`src/rtl/ecc_conv_pkg.sv`:
```
// Shared types and constants for the ECC serial conversion blocks.
// Holds the converter FSM state type, default operand/digit widths and a
// counter-width helper used to size digit counters.
package ecc_conv_pkg;

   typedef enum logic [1:0] {
      IDLE = 2'd0,
      RUN  = 2'd1,
      DONE = 2'd2
   } state_t;

   localparam int DEF_WIDTH = 256;
   localparam int DEF_DIGIT = 32;

   // Bits needed to count 0..n-1; never returns less than 1 so a counter
   // declared from it always has a legal width.
   function automatic int clog2(input int n);
      int r;
      r = 0;
      while ((1 << r) < n) r++;
      return (r < 1) ? 1 : r;
   endfunction

endpackage

```
`src/rtl/digit_neg.sv`:
```
// Combinational conditional negate-with-borrow on one DIGIT-bit slice.
// With sign=1 computes r = 0 - d - bin and the outgoing borrow; with sign=0
// passes d through and produces no borrow.
module digit_neg #(
   parameter int DIGIT = 32
) (
   input  logic [DIGIT-1:0] d,
   input  logic             sign,
   input  logic             bin,
   output logic [DIGIT-1:0] r,
   output logic             bout
);

   logic [DIGIT-1:0] w_diff;

   // One subtract-with-borrow; a borrow leaves whenever d or the incoming
   // borrow is non-zero, since 0 - d - bin underflows in exactly that case.
   always_comb begin
      w_diff = {DIGIT{1'b0}} - d - DIGIT'(bin);
      r      = sign ? w_diff : d;
      bout   = sign & ((d != {DIGIT{1'b0}}) | bin);
   end

endmodule

```
`src/rtl/sign_mag_conv.sv`:
```
// Word-serial two's-complement to sign-magnitude converter.
// Processes DIGIT bits per cycle through digit_neg, rotating the data
// register right so the magnitude assembles in place. Valid/ready on both
// sides. Optional overflow flag (most-negative input) under SMC_OVF_EN.
module sign_mag_conv
   import ecc_conv_pkg::*;
#(
   parameter int WIDTH = DEF_WIDTH,
   parameter int DIGIT = DEF_DIGIT
) (
   input  logic             clk,
   input  logic             rst,
   input  logic             in_valid,
   output logic             in_ready,
   input  logic [WIDTH-1:0] din,
   output logic             out_valid,
   input  logic             out_ready,
   output logic [WIDTH-1:0] mag,
`ifdef SMC_OVF_EN
   output logic             ovf,
`endif
   output logic             sign
);

   localparam int NDIG = WIDTH / DIGIT;
   localparam int CW   = clog2(NDIG);
   localparam logic [CW-1:0]    LAST_CNT = CW'(NDIG - 1);
   localparam logic [WIDTH-1:0] MIN_NEG  = {1'b1, {(WIDTH-1){1'b0}}};

   state_t           r_state;
   state_t           w_state_next;
   logic [WIDTH-1:0] r_data;
   logic             r_sign;
   logic             r_borrow;
   logic [CW-1:0]    r_cnt;
   logic [DIGIT-1:0] w_r;
   logic             w_bout;
   logic [WIDTH-1:0] w_data_next;

   digit_neg #(.DIGIT(DIGIT)) u_digit_neg (
      .d    (r_data[DIGIT-1:0]),
      .sign (r_sign),
      .bin  (r_borrow),
      .r    (w_r),
      .bout (w_bout)
   );

   // Processed digit enters at the top; after NDIG steps the word is back in place.
   assign w_data_next = {w_r, r_data[WIDTH-1:DIGIT]};

   // State register; synchronous reset aborts any in-flight operation.
   // NOTE: clocked state uses non-blocking assignments so every register samples pre-edge values.
   always_ff @(posedge clk) begin
      if (rst) r_state <= IDLE;
      else     r_state <= w_state_next;
   end

   // Next-state decode.
   // NOTE: the default assignment first keeps this block free of inferred latches.
   always_comb begin
      w_state_next = r_state;
      case (r_state)
         IDLE:    if (in_valid)           w_state_next = RUN;
         RUN:     if (r_cnt == LAST_CNT)  w_state_next = DONE;
         DONE:    if (out_ready)          w_state_next = IDLE;
         default:                         w_state_next = IDLE;
      endcase
   end

   // Datapath: load on accept, one digit per RUN cycle, hold otherwise.
   always_ff @(posedge clk) begin
      if (rst) begin
         r_data   <= '0;
         r_sign   <= 1'b0;
         r_borrow <= 1'b0;
         r_cnt    <= '0;
      end else begin
         case (r_state)
            IDLE: if (in_valid) begin
               r_data   <= din;
               r_sign   <= din[WIDTH-1];
               r_borrow <= 1'b0;
               r_cnt    <= '0;
            end
            RUN: begin
               r_data   <= w_data_next;
               r_borrow <= w_bout;
               r_cnt    <= r_cnt + 1'b1;
            end
            default: ;
         endcase
      end
   end

`ifdef SMC_OVF_EN
   logic r_ovf;

   // Flag a negative result whose magnitude is 2^(WIDTH-1); cleared on accept.
   always_ff @(posedge clk) begin
      if (rst) begin
         r_ovf <= 1'b0;
      end else if (r_state == IDLE && in_valid) begin
         r_ovf <= 1'b0;
      end else if (r_state == RUN && r_cnt == LAST_CNT) begin
         r_ovf <= r_sign && (w_data_next == MIN_NEG);
      end
   end

   assign ovf = r_ovf;
`endif

   assign in_ready  = (r_state == IDLE) && !rst;
   assign out_valid = (r_state == DONE);
   assign mag       = r_data;
   assign sign      = r_sign;

endmodule
```
`config.mk`:
```
export PLATFORM = sky130hd
export DESIGN_NAME = sign_mag_conv
export DESIGN_NICKNAME = d
export VERILOG_FILES = /design/src/rtl/ecc_conv_pkg.sv /design/src/rtl/digit_neg.sv /design/src/rtl/sign_mag_conv.sv
export SDC_FILE = /design/constraint.sdc
export NUM_CORES = 1
export LEC_CHECK = 0
export BUFFER_PORTS_ARGS = -buffer_cell sky130_fd_sc_hd__buf_2
export CAP_MARGIN = 40
export CORE_MARGIN = 2
export CORE_UTILIZATION = 25
export DETAILED_ROUTE_END_ITERATION = 7
export PLACE_DENSITY = 0.52
export SYNTH_ARGS = -nofsm -noshare
export SYNTH_HDL_FRONTEND = slang
export SYNTH_SLANG_ARGS = --single-unit
```
`constraint.sdc`:
```
create_clock -name clk -period 5.79 [get_ports clk]
set_input_delay 1.158 -clock clk [delete_from_list [all_inputs] [get_ports clk]]
set_output_delay 1.158 -clock clk [all_outputs]
set_load 0.02 [all_outputs]
```
==> run_results.csv, run 1 <==
group,metric,value,unit
outcome,status,"complete, no violations",
cts,htreeDepth,2,
synth,synth_top_cell_area_share,0.395,
drt,dr.first_iter.drc_count,1178,
cts,clock-root-buffer,"clkbuf_16",
die,core-area,52700,um2
run,max-cap-violations,0,
synth,synth-async-reset-ratio,0,
critical_path,r2r_slack,2.57,ns
power_and_ir_drop,internal_power,3730,uW
power_and_ir_drop,powerDensity,335,nW/um2
critical_path,reg2reg_depth,10,
synth,yosysTopAreaCell,"dfxtp_1",
drt,met2_length,31400,um
power_and_ir_drop,ir_drop,0.000167,V
synth,yosysWarnings,0,
drt,met3_length,5200,um
global_routing,grt_max_degree,174,
sta,clock_skew,0.0207,ns
sta,drv_slew,0,
power_and_ir_drop,p_sw_frac,0.367,
sta,setup_viol,0,
drt,wl_met1,29100,um
drt,remaining_drc_errors,0,
final_layout,fin_nets,2514,
final_layout,area_growth,31.7,%
synth,synth-seq-cells,263,
sta,fin_crit,3.22,ns
place,globalplace.congestion,0.911,
power_and_ir_drop,pwr-share-seq,0.380,
power_and_ir_drop,power_frac_clock,0.350,
critical_path,rr_startpoint,"mag[15]$_SDFFE_PP0P_",
place,io_buffers,518,
synth,synth.top_cells.by_area,"dfxtp_1 (39%), a311oi_1 (15%), nand2_1 (14%)",
die,chipWidth,235,um
critical_path,cp-start-kind,"flip-flop",
cts,cts_made_buffers,34,
hold_path,hold_depth,2,
cts,cts.path.max_buffers,3,
synth,ys_types,58,
cts,post_cts_resized,0,
place,dp_hpwl,52700,um
critical_path,path_max_fanout,5,
drt,wire_per_inst,23.6,um
drt,viasPerCell,5.17,
sta,worst_pin_slew,1.07,ns
critical_path,worstSetupPathType,"flip-flop to flip-flop",
critical_path,required,6.19,ns
sta,max_freq,310,MHz
synth,synth_edf_count,0,
global_routing,grt_pass1_vias,14691,
cts,clk_pin_slew,0.06,ns
power_and_ir_drop,pwr-share-comb,0.270,
synth,syn_area,13300,um2
drt,wl,69000,um
cts,postCtsHoldBufs,0,
die,pin_count,519,
die,die_y,235,um
synth,synth_most_common_cell,"nand2_1",
die,start_util,0.253,
synth,ys_seq_area_frac,0.395,
final_layout,final_cells,2922,
global_routing,antenna_found_initial,11,
drt,antenna_left,0,
synth,syn_inst,1781,
cts,cts.sinks,263,
final_layout,ff_latch_area,5270,um2
sta,period_share,0.557,
final_layout,layout-drive-gt1-share,0.270,
drt,first_pass_iters,7,
critical_path,worstPathArrival,3.62,ns
cts,cts_setup_buffers,0,
drt,vias,15108,
power_and_ir_drop,p_sw,2160,uW
hold_path,hold_path_end,"r_cnt[2]$_SDFFE_PP0P_",
critical_path,end_kind,"flip-flop",
synth,synthTopCellsByCount,"nand2_1 (505), nor2_1 (280), dfxtp_1 (263)",
cts,cts_tree,"yes",
hold_path,holdCritStartpoint,"r_cnt[2]$_SDFFE_PP0P_",
die,row_count,84,
sta,slew_headroom,0.289,
global_routing,grt_pass1_wl,98600,um
synth,synth-main-ff-cell,"dfxtp_1",
synth,syn_avg_cell_area,7.49,um2
hold_path,hold_class,"flip-flop to flip-flop",
synth,syn_nets,2090,
power_and_ir_drop,cellLeakagePower,0.00800,uW
global_routing,grt_overflow,0,
final_layout,nFillCells,5726,
die,die_area,55200,um2
critical_path,reg2reg_to,"mag[252]$_SDFFE_PP0P_",
sta,rsz0062_at_grt,"no",
final_layout,multi_input_area,7340,um2
global_routing,grt_usage,0.238,
drt,top_layer,"met5",
sta,setup-tns-final,0,ns
cts,insertion_delay,0.55,ns
sta,hold_violations,0,
place,placedCellCount,2857,
cells by family after synthesis:
| family | synth area share |
|---|---|
| flip-flops | 0.395 |
| AO/OA/AOI/OAI | 0.231 |
| multiplexers | 0.00600 |
| AND/OR/NAND/NOR | 0.250 |
| buffers and inverters | 0.0574 |
| XOR/XNOR | 0.0158 |
| adder cells (fa/ha/maj) | 0.0459 |
worst max-delay path by stage:
stage,startpoint,to
2_1_floorplan,rst,in_ready
3_3_place_gp,rst,in_ready
3_5_place_dp,rst,in_ready
4_1_cts,rst,in_ready
5_1_grt,rst,in_ready
6_report,mag[15]$_SDFFE_PP0P_,mag[252]$_SDFFE_PP0P_
per-layer routing:
| metal | GRT usage | up-vias |
|---|---|---|
| li1 | - | 7115 |
| met2 | 0.377 | 632 |
| met3 | 0.0522 | 134 |
| met4 | 0.113 | 8 |
| met5 | 0 | - |
| met1 | 0.306 | 7219 |
power groups by stage:
stage                     registers (uW)  logic [uW]  clock network (uW)
after global routing                2250        1730                2170
after floorplan                     2360         805                   0
final                               2240        1590                2060
after CTS                           2240        1590                2110
after detailed placement            2270        1580                   0
after global placement              2270        1570                   0
state kept, by name, indices dropped and copies added (netlist names):
register  count
sign          1
r_cnt         3
r_borrow      1
mag         256
r_state       2
critical path, cell delays in order, from the launching register on:
cell and delay [ns]:
dfxtp_1 0.66, inv_1 0.14, ha_1 0.37, or3b_1 0.43
o221a_4 0.27, a2111oi_4 0.30, nor2b_1 0.11, a311oi_2 0.36
a31oi_1 0.15, xor2_1 0.19, o22ai_1 0.10
through the flow:
step | setup WS [ns] | hold WS (ns) | total power (uW) | util | area, um2
after global routing | 2.42 | 0.501 | 6160 | 0.334 | 17600
after detailed placement | 2.48 | 0.471 | 3850 | 0.313 | 16500
after floorplan | 2.50 | 0.444 | 3160 | - | 13300
after global placement | 2.51 | 0.457 | 3840 | 0.313 | 16500
after CTS | 2.48 | 0.478 | 5930 | 0.334 | 17600
final | 2.57 | 0.479 | 5890 | 0.334 | 17600
placed cells by master (no fill, tap or decap), types with 3 or more instances in the layout:
cell type / n
a211oi_1: 20
a21oi_1: 49
a221o_1: 3
a311o_1: 5
a311oi_1: 232
a31oi_1: 9
buf_12: 5
buf_2: 517
buf_4: 13
clkbuf_1: 9
clkbuf_16: 35
clkbuf_8: 5
clkinv_2: 8
dfxtp_1: 263
diode_2: 5
ha_1: 49
inv_1: 54
mux2i_1: 8
nand2_1: 505
nand2b_1: 8
nand3_1: 9
nand4_1: 5
nor2_1: 279
nor2b_1: 6
nor3_1: 16
nor4_1: 3
o211ai_1: 6
o21a_1: 3
o21ai_0: 22
o22ai_1: 7
o31ai_1: 4
xnor2_1: 18
xor2_1: 6
layout make-up:
type	count	share of cell area
tap	688	0.0490
clock inverter	11	0.00441
clock buffer	49	0.0557
inverter	54	0.0115
multi-input combinational	1314	0.417
antenna	5	0.000712
timing repair buffer	538	0.162
sequential	263	0.300
Note: power is estimated with default switching activity, not from simulation.
==> run 2: changes to the inputs <==
==> constraint.sdc (replaced) <==
create_clock -name clk -period 3.4 [get_ports clk]
set_input_delay 0.68 -clock clk [delete_from_list [all_inputs] [get_ports clk]]
set_output_delay 0.68 -clock clk [all_outputs]
set_load 0.02 [all_outputs]
==> run_results.csv, run 2 (same netlist as run 1, synthesis figures left out) <==
group,metric,value,unit
cts,insertion_delay,0.55,ns
power_and_ir_drop,ir_drop,0.000276,V
sta,max_freq,348,MHz
place,io_buffers,518,
run,max-cap-violations,0,
cts,cts_setup_buffers,0,
power_and_ir_drop,total_power,10200,uW
final_layout,fin_nets,2540,
cts,cts.sinks,263,
cts,postCtsHoldBufs,0,
cts,cts_tree,"yes",
place,globalplace.congestion,0.924,
drt,wire_per_inst,23.9,um
sta,worst_pin_slew,0.771,ns
power_and_ir_drop,cellLeakagePower,0.00817,uW
sta,clock_skew,0.0182,ns
drt,wl,70400,um
place,placedCellCount,2883,
cts,cts.path.max_buffers,3,
die,chipWidth,235,um
critical_path,required,3.82,ns
global_routing,grt_pass1_wl,101000,um
sta,setup_viol,0,
cts,clock-root-buffer,"clkbuf_16",
sta,period_share,0.846,
die,core-area,52700,um2
global_routing,grt_max_degree,115,
die,start_util,0.253,
final_layout,final_common_cell,"buf_2",
die,die_area,55200,um2
sta,drv_slew,0,
cts,clk_pin_slew,0.06,ns
critical_path,worstPathArrival,3.30,ns
global_routing,grt_usage,0.244,
power_and_ir_drop,powerDensity,572,nW/um2
drt,dr.first_iter.drc_count,1150,
power_and_ir_drop,pwr-share-comb,0.274,
final_layout,largest_register_ffs,256,
place,dp_hpwl,55500,um
critical_path,path_max_fanout,4,
drt,vias,15213,
power_and_ir_drop,p_sw,3720,uW
sta,slew_headroom,0.486,
drt,antenna_left,0,
critical_path,end_kind,"flip-flop",
drt,first_pass_iters,6,
power_and_ir_drop,power_frac_clock,0.356,
final_layout,layout-drive-gt1-share,0.278,
sta,hold_violations,0,
sta,rsz0062_at_grt,"no",
global_routing,grt_overflow,0,
sta,fin_crit,2.88,ns
outcome,status,"complete, no violations",
final_layout,area_growth,34.1,%
drt,viasPerCell,5.16,
hold_path,hold_class,"primary input to flip-flop",
global_routing,antenna_found_initial,6,
cts,cts_made_buffers,34,
power_and_ir_drop,pwr-share-seq,0.370,
power_and_ir_drop,p_sw_frac,0.364,
die,die_y,235,um
final_layout,final_cell_mix,"buf_2 (517), nand2_1 (505), nor2_1 (279)",
sta,setup-tns-final,0,ns
critical_path,worstSetupPathType,"flip-flop to flip-flop",
power_and_ir_drop,internal_power,6510,uW
final_layout,final_cells,2950,
global_routing,grt_pass1_vias,14864,
die,pin_count,519,
critical_path,cp-start-kind,"flip-flop",
die,row_count,84,
drt,remaining_drc_errors,0,
cts,post_cts_resized,0,
cts,htreeDepth,2,
==> run 2: cell types whose count changed in the layout (fill, tap and decap cells not counted), moves of 2 or more <==
| cell | delta |
|---|---|
| clkbuf_1 | +3 |
| bufinv_16 | +2 |
| clkinv_2 | -3 |
| buf_12 | +9 |
| buf_4 | +19 |
==> run 2: worst max-delay path, cell delays in order, from the launching register on <==
cell and delay [ns]:
dfxtp_1 0.37, inv_1 0.08, ha_1 0.20, ha_1 0.20
a211o_1 0.33, nand2_1 0.17, a211oi_1 0.10, or4_4 0.53
a2bb2oi_1 0.22, a311oi_2 0.29, xor2_1 0.18, a21oi_1 0.08
==> run 2: final timing paths <==
check / start / end / slack, ns / cells past startpoint
min: din[85] / mag[85]$_SDFFE_PP0P_ / 0.39 / 3
max reg2reg: mag[0]$_SDFFE_PP0P_ / mag[250]$_SDFFE_PP0P_ / 0.52 / 11
max: mag[0]$_SDFFE_PP0P_ / mag[250]$_SDFFE_PP0P_ / 0.52 / 11
min reg2reg: r_cnt[1]$_SDFFE_PP0P_ / r_cnt[1]$_SDFFE_PP0P_ / 0.48 / 2
==> run 2: layer usage <==
| metal | global-route usage | share of wire |
|---|---|---|
| met4 | 0.0817 | 0.031 |
| met5 | 0 | 0.00045 |
| met1 | 0.317 | 0.43 |
| met2 | 0.404 | 0.47 |
| met3 | 0.0472 | 0.067 |
==> run 2: power by group through the flow <==
| stage | Sequential, uW | Combinational (uW) | Clock, uW |
|---|---|---|---|
| global placement | 3850 | 2800 | 0 |
| CTS | 3790 | 2800 | 3720 |
| global route | 3820 | 3040 | 3840 |
| floorplan | 4020 | 1370 | 0 |
| finish | 3780 | 2800 | 3640 |
| detailed placement | 3850 | 2790 | 0 |
==> run 2: final cells by class <==
type                            instances  area (um2)
Tap cell                              688         861
Clock inverter                         11         126
Antenna cell                            5        12.5
Timing Repair Buffer                  564        3120
Inverter                               54         203
Multi-Input combinational cell       1314        7340
Fill cell                            5730       34800
Clock buffer                           51         965
Sequential cell                       263        5270
==> run 2: through the flow <==
| stage | hold slack, ns | instance area [um2] | setup slack (ns) | util |
|---|---|---|---|---|
| 2_1_floorplan | 0.444 | 13300 | 0.675 | - |
| 3_3_place_gp | 0.457 | 16800 | 0.543 | 0.319 |
| 3_5_place_dp | 0.465 | 16800 | 0.554 | 0.319 |
| 4_1_cts | 0.359 | 17900 | 0.518 | 0.340 |
| 5_1_grt | 0.384 | 17900 | 0.318 | 0.340 |
| 6_report | 0.393 | 17900 | 0.523 | 0.340 |
